===== src/rtl/basilisk_pkg.sv =====
// Shared FPU writeback types: the result payload that travels from each FPU
// pipe to the FP register-file write port, and the default number of such pipes.
package basilisk_pkg;

  localparam int BASILISK_WRITEBACK_PORTS = 4;
  localparam int BASILISK_REG_ADDR_W      = 5;
  localparam int BASILISK_OFFSET_ADDR_W   = 5;
  localparam int BASILISK_RESULT_W        = 32;

  typedef struct packed {
    logic [BASILISK_REG_ADDR_W-1:0]    dest_reg_addr;
    logic [BASILISK_OFFSET_ADDR_W-1:0] dest_offset_addr;
    logic [BASILISK_RESULT_W-1:0]      result;
  } basilisk_writeback_result_t;

endpackage


===== src/rtl/basilisk_rr_arbiter.sv =====
// Combinational rotating-priority selector: grants the first set request
// bit found searching upward from ptr, wrapping modulo NUM_INPUTS.
module basilisk_rr_arbiter #(
  parameter int NUM_INPUTS = 4,
  localparam int IDX_W = (NUM_INPUTS > 1) ? $clog2(NUM_INPUTS) : 1
) (
  input  logic [NUM_INPUTS-1:0] request,
  input  logic [IDX_W-1:0]      ptr,
  output logic [NUM_INPUTS-1:0] grant,
  output logic [IDX_W-1:0]      grant_index
);

  logic             found_s;
  logic [IDX_W-1:0] idx_s;

  // Walk candidates in priority order; the first requester seen wins.
  always_comb begin
    grant       = '0;
    grant_index = '0;
    found_s     = 1'b0;
    idx_s       = '0;
    for (int k = 0; k < NUM_INPUTS; k++) begin
      idx_s = IDX_W'((int'(ptr) + k) % NUM_INPUTS);
      if (!found_s && request[idx_s]) begin
        found_s            = 1'b1;
        grant[idx_s]       = 1'b1;
        grant_index        = idx_s;
      end else begin
        found_s = found_s;
      end
    end
  end

endmodule


===== src/rtl/basilisk_writeback_arbiter.sv =====
// Arbitrates the FPU result streams onto the single FP register-file write
// port through a one-deep registered output stage with round-robin fairness.
module basilisk_writeback_arbiter
  import basilisk_pkg::*;
#(
  parameter int NUM_INPUTS = BASILISK_WRITEBACK_PORTS,
  localparam int IDX_W = (NUM_INPUTS > 1) ? $clog2(NUM_INPUTS) : 1
) (
  input  logic                       clk,
  input  logic                       rst,
  input  logic [NUM_INPUTS-1:0]      in_valid,
  output logic [NUM_INPUTS-1:0]      in_ready,
  input  basilisk_writeback_result_t in_result [NUM_INPUTS],
  output logic                       out_valid,
  input  logic                       out_ready,
  output basilisk_writeback_result_t out_result,
  output logic [IDX_W-1:0]           out_source
);

  logic [IDX_W-1:0]      ptr_r;
  logic [NUM_INPUTS-1:0] grant_s;
  logic [IDX_W-1:0]      grant_index_s;
  logic                  load_en_s;
  logic                  any_grant_s;

  basilisk_rr_arbiter #(
    .NUM_INPUTS (NUM_INPUTS)
  ) u_rr_arbiter (
    .request     (in_valid),
    .ptr         (ptr_r),
    .grant       (grant_s),
    .grant_index (grant_index_s)
  );

  // The output register can take a new beat when empty or being drained now.
  always_comb begin
    load_en_s   = !out_valid || out_ready;
    any_grant_s = |grant_s;
  end

  // Only the winner sees ready, and nobody does while reset or stalled.
  always_comb begin
    if (rst) begin
      in_ready = '0;
    end else if (load_en_s) begin
      in_ready = grant_s;
    end else begin
      in_ready = '0;
    end
  end

  // Output stage and priority pointer; reset drops any held beat.
  always_ff @(posedge clk) begin
    if (rst) begin
      out_valid  <= 1'b0;
      out_result <= '0;
      out_source <= '0;
      ptr_r      <= '0;
    end else if (load_en_s) begin
      if (any_grant_s) begin
        out_valid  <= 1'b1;
        out_result <= in_result[grant_index_s];
        out_source <= grant_index_s;
        if (grant_index_s == IDX_W'(NUM_INPUTS - 1)) begin
          ptr_r <= '0;
        end else begin
          ptr_r <= grant_index_s + IDX_W'(1);
        end
      end else begin
        out_valid <= 1'b0;
      end
    end else begin
      out_valid <= out_valid;
    end
  end

endmodule

===== config.mk =====
export PLATFORM = sky130hd
export DESIGN_NAME = basilisk_writeback_arbiter
export DESIGN_NICKNAME = d
export VERILOG_FILES = /design/src/rtl/basilisk_pkg.sv /design/src/rtl/basilisk_rr_arbiter.sv /design/src/rtl/basilisk_writeback_arbiter.sv
export SDC_FILE = /design/constraint.sdc
export NUM_CORES = 1
export LEC_CHECK = 0
export CELL_PAD_IN_SITES_DETAIL_PLACEMENT = 1
export CELL_PAD_IN_SITES_GLOBAL_PLACEMENT = 1
export CORE_ASPECT_RATIO = 1.4
export CORE_MARGIN = 3
export CORE_UTILIZATION = 27
export DETAILED_ROUTE_END_ITERATION = 8
export PLACE_DENSITY_LB_ADDON = 0.1
export SLEW_MARGIN = 20
export SYNTH_ARGS = -nofsm -noshare
export SYNTH_HDL_FRONTEND = slang
export SYNTH_SLANG_ARGS = --single-unit

===== constraint.sdc =====
create_clock -name clk -period 8 [get_ports clk]
set_clock_uncertainty 0.05 [all_clocks]
set_input_delay 2 -clock clk [delete_from_list [all_inputs] [get_ports clk]]
set_output_delay 2 -clock clk [all_outputs]
set_load 0.01 [all_outputs]

### Word-level counts from Yosys, hierarchy flattened

Index checks and enable logic that the tools add are counted.

| word-level totals | value |
|---|---|
| bits in registers | 47 |
| bits of input ports | 175 |
| output and inout port bits | 49 |
| logic and storage cells | 72 |

| operators by class | value |
|---|---|
| add/sub/neg operators | 4 |
| magnitude comparators | 9 |
| equal/unequal tests | 1 |
| muxes and demuxes | 34 |
| bitwise operators | 4 |
| reduce and logical (&&, ||, !) cells | 14 |

Operators by type and width:

| kind | number |
|---|---|
| 42-bit binary-select mux with 2-bit select | 1 |
| 42-bit 2-to-1 mux | 2 |
| 4-bit 2-to-1 mux | 6 |
| 2-bit by 3-bit < comparator with 1-bit output (second input constant) | 4 |
| 1-bit 2-to-1 mux | 12 |
| 4-bit OR | 3 |
| 2-bit 2-to-1 mux | 5 |
| 1-bit binary-select mux with 2-bit select | 4 |
| 1-bit demux with 2-bit select | 4 |
| 2-bit by 1-bit greater-or-equal comparator with 1-bit output (second input constant) | 4 |
| 1-bit logical AND | 7 |
| 2-bit by 1-bit adder with 2-bit output (second input constant) | 2 |
| 2-bit adder (second input constant) | 2 |
| 1-bit zero test | 4 |
| 4-bit OR reduction | 1 |
| 3-bit greater-or-equal comparator (second input constant) | 1 |
| 2-bit inverter with 3-bit output | 1 |
| 2-bit == test (second input constant) | 1 |
| 2-bit AND reduction | 1 |
| 1-bit logical OR | 1 |

### Logic depth before layout (Yosys ltp)

| logic depth | value |
|---|---|
| word-level depth | 16 |
| mapped depth | 13 |
| gate-level depth less buffers | 9 |

### Modules after synthesis

Synthesis repeated with hierarchy kept, for this count alone.

| second synthesis, totals | value |
|---|---|
| cell total of the unflattened synthesis | 338 |
| area, all modules | 3613.5 um^2 |

By module, submodules not included:

| module | times used | cells each | area an instance (um^2) | seq. area each (um^2) |
|---|---|---|---|---|
| basilisk_writeback_arbiter | 1 | 273 | 3124.2 | 940.9 |
| basilisk_rr_arbiter | 1 | 65 | 489.2 | 0.0 |

### Worst setup path after synthesis

Ideal clock, no wire load.

| timing | value |
|---|---|
| path type | input to output |
| start | input in_valid[2] |
| end | output in_ready[0] |
| arrival | 3.321 ns |
| data required time | 5.950 ns |
| slack | 2.629 ns |
| stages | 6 |
| path buffers | 1 |
| cell sequence | buf_2 or3b_1 a2111o_1 nand3_2 nand2_1 a21oi_1 |

| between the ends | value |
|---|---|
| word-level cells in the longest chain between the ends | 14 |
| elaborated cells between the ends (all ways) | 26 |
| classes of those cells | 17 x mux; 3 x bitwise; 6 x reduce/logical |

RTL lines:

| what | RTL line | text |
|---|---|---|
| start, declared | basilisk_writeback_arbiter.sv:11 | `input logic [NUM_INPUTS-1:0] in_valid,` |
| 1-bit binary-select mux with 2-bit select | basilisk_rr_arbiter.sv:24 | `if (!found_s && request[idx_s]) begin` |
| 1-bit 2-to-1 mux (not written as such) | basilisk_rr_arbiter.sv:24 |  |
| 1-bit 2-to-1 mux | basilisk_rr_arbiter.sv:24 |  |
| 1-bit zero test | basilisk_rr_arbiter.sv:24 |  |
| 1-bit logical AND | basilisk_rr_arbiter.sv:24 |  |
| 1-bit 2-to-1 mux | basilisk_rr_arbiter.sv:24 |  |
| 1-bit zero test | basilisk_rr_arbiter.sv:24 |  |
| 1-bit logical AND | basilisk_rr_arbiter.sv:24 |  |
| 1-bit 2-to-1 mux | basilisk_rr_arbiter.sv:24 |  |
| 1-bit zero test | basilisk_rr_arbiter.sv:24 |  |
| 1-bit logical AND | basilisk_rr_arbiter.sv:24 |  |
| 4-bit 2-to-1 mux * | basilisk_rr_arbiter.sv:24 |  |
| 4-bit 2-to-1 mux * | basilisk_writeback_arbiter.sv:45 | `end else if (load_en_s) begin` |
| 4-bit 2-to-1 mux * | basilisk_writeback_arbiter.sv:43 | `if (rst) begin` |
| end, declared | basilisk_writeback_arbiter.sv:12 | `output logic [NUM_INPUTS-1:0] in_ready,` |

Mark *: on every way between the ends. The rest lies on a longest branch, timed or not. The select of a mux whose other input is x is not followed.

### Worst setup path after layout

Same ends and word-level chain as after synthesis.

==> reports/results.tsv <==
stage	metric	value	unit
outcome	status	complete, no violations	
clock_network	h-tree-depth	2	
floorplanning	die-area	12800	um^2
timing	hold_viol_final	0	
routing	drc	0	
timing	hold_ws	0.406	ns
critical_path	crit_path_end_kind	output pin	
critical_path	start_kind	input port	
pwr	power.density	316	nW/um^2
final_layout	fillers	1194	
routing	vias	3068	
clock_network	cts_tree	done	
global_routing	grt_pass1_wl	18000	um
pwr	p_leak	2.03	nW
clock_network	ctsHoldBuffers	0	
clock_network	post-cts-setup-buffers	0	
routing	ant_nets	0	
floorplanning	initial_utilization	28.1	%
timing	rsz0062_at_grt	false	
critical_path	worstSetupPathType	input port to output pin	
logic_synthesis	synthFlopType	dfxtp_1	
final_layout	area_growth	78.3	%
routing	routed_via_density	5.15	
clock_network	root_buffer	clkbuf_16	
logic_synthesis	synth_edf_count	0	
placement	place_congestion	0.792	
placement	hpwl	9470	um
logic_synthesis	synth_warnings	0	
pwr	p_sw_share	37.3	%
clock_network	clk_path_buf_depth	2	
logic_synthesis	netlist_area	3100	um^2
pwr	internal-power	1.09	mW
critical_path	crit_fanout	10	
logic_synthesis	synth_top_area_cell	mux4_2	
min_path	holdCritPathClass	flop to flop	
final_layout	diodes	0	
final_layout	final_core_util	50.0	%
pwr	power_frac_clock	12.7	%
logic_synthesis	ys_ff_latch	47	
logic_synthesis	async_flop_share	0	%
routing	drt-total-wl	12300	um
logic_synthesis	synth_commonest_cells	47 x dfxtp_1, 44 x mux4_2, 42 x a22o_1	
final_layout	nets	634	
floorplanning	rows	45	
logic_synthesis	synthCells	247	
global_routing	grt_max_degree	45	
pwr	power	1.74	mW
global_routing	antenna_found_initial	0	
critical_path	arrival	4.44	ns
placement	dpl_worst_slack	1.50	ns
global_routing	gr-usage-all-layers	18.4	%
pwr	p_seq_share	21.7	%
logic_synthesis	synth_top_area_share	32.0	%
floorplanning	core	11000	um^2
timing	setup_slack	1.51	ns
logic_synthesis	yosysSeqAreaShare	30.4	%
clock_network	clk_latency	0.28	ns
logic_synthesis	avgSynthCellArea	12.5	um^2
logic_synthesis	yosys-top-cells-area	mux4_2 32%, dfxtp_1 30%, a22o_1 12%, buf_12 2.6%, ha_1 2.0%	
floorplanning	fp.dieH	133	um
pwr	ir_drop	194	uV
flow_run	drv_cap	0	
routing	firstDrtPassIters	4	
pwr	switchingPower	650	uW
routing	drt_iter0_markers	66	
logic_synthesis	yosys.cell_count.top_type	dfxtp_1	
final_layout	drive_above_1_share	14.9	%
timing	finalCriticalPeriod	6.49	ns
timing	setup_viol	0	
clock_network	cts_buffers	5	
floorplanning	die_x	96.5	um
timing	min_period_over_period	81.2	%
critical_path	required	5.95	ns
timing	fin_tns_setup	0	ns
floorplanning	io_pins	224	
pwr	comb_power_share	65.6	%
clock_network	clkTransAtPathRegs	0.06	ns
routing	routedWlPerCell	20.6	um
timing	slew_viol_final	0	
placement	port_buffers	223	
global_routing	grt_pass1_vias	3340	
global_routing	globalRoute.totalOverflow	0	
timing	tightest_slew	1.05	ns
clock_network	cts_resized	0	
logic_synthesis	syn-num-nets	427	
logic_synthesis	synth_cell_type_count	41	
clock_network	clkSinkCount	47	
timing	fmax	154	MHz
timing	relSlewSlack	29.8	%
[cells by family after synthesis]
family | count (synthesis) | share of synthesized area [%]
DFF | 47 | 30.4
and+or+nand+nor | 42 | 7.35
muxes | 50 | 34.1
adders and majority gates | 5 | 2.02
AOI/OAI and AO/OA | 69 | 18.6
buffers and inverters | 33 | 7.31
xor gates and xnor gates | 1 | 0.283
[final cells by class]
type	count	area, um^2	share of cell area (%)
clock buffer	7	153	2.77
clock inverter	1	7.51	0.136
inverter	7	26.3	0.476
multi-input combinational	167	1960	35.5
sequential	47	941	17.0
tap	141	176	3.20
timing repair buffer	226	2260	40.9
[flip-flops by register name (all words and copies together) (netlist names)]
register and cells:
out_result 42, ptr_r 2, out_source 2, out_valid 1
[metrics by stage]
stage,std cells,instance area [um^2]
3_5_place_dp,587,5350
5_1_grt,596,5520
3_3_place_gp,587,5340
2_1_floorplan,247,3100
4_1_cts,595,5510
6_report,596,5520
[power by group through the flow]
stage | registers, mW | clock network (mW) | logic, mW
6_report | 0.378 | 0.222 | 1.14
5_1_grt | 0.390 | 0.241 | 1.23
4_1_cts | 0.379 | 0.232 | 1.16
3_5_place_dp | 0.384 | 0 | 1.16
3_3_place_gp | 0.380 | 0 | 1.15
2_1_floorplan | 0.403 | 0 | 0.759
[cells in the final DEF, fill, tap and decap left out, types with 4 or more instances in the layout]
cell / instances
a21oi_1: 11
a22o_1: 42
clkbuf_16: 5
clkdlybuf4s50_1: 223
dfxtp_1: 47
ha_1: 5
inv_1: 7
mux4_2: 44
nand2_1: 6
nand3_1: 4
nand4_1: 6
nor2_1: 9
[path summary, 6_finish.rpt]
| kind | from | cells past startpoint | to | slack (ns) |
|---|---|---|---|---|
| setup / recovery | in_valid[2] | 7 | in_ready[0] | 1.51 |
| hold / removal | out_source[0] | 2 | out_source[0] | 0.41 |
| setup reg to reg | ptr_r[0] | 8 | out_result[41] | 3.44 |
| hold reg to reg | out_source[0] | 2 | out_source[0] | 0.41 |
[per-layer routing]
metal  global-route usage [%]  part of all wire (%)  vias up
met5                        0                     0        -
met4                     4.84                   1.5        0
met3                     4.84                   8.3       13
met2                     35.1                    55      123
met1                     19.2                    35     1508
li1                         -                     -     1424
[critical path: stages]
cell,delay [ns]
clkdlybuf4s50_1,0.67
or3b_1,0.39
a2111o_1,0.44
nand3_2,0.18
nand2_1,0.07
a21oi_1,0.14
clkdlybuf4s50_1,0.55
Power figures use the tool's default switching activity.
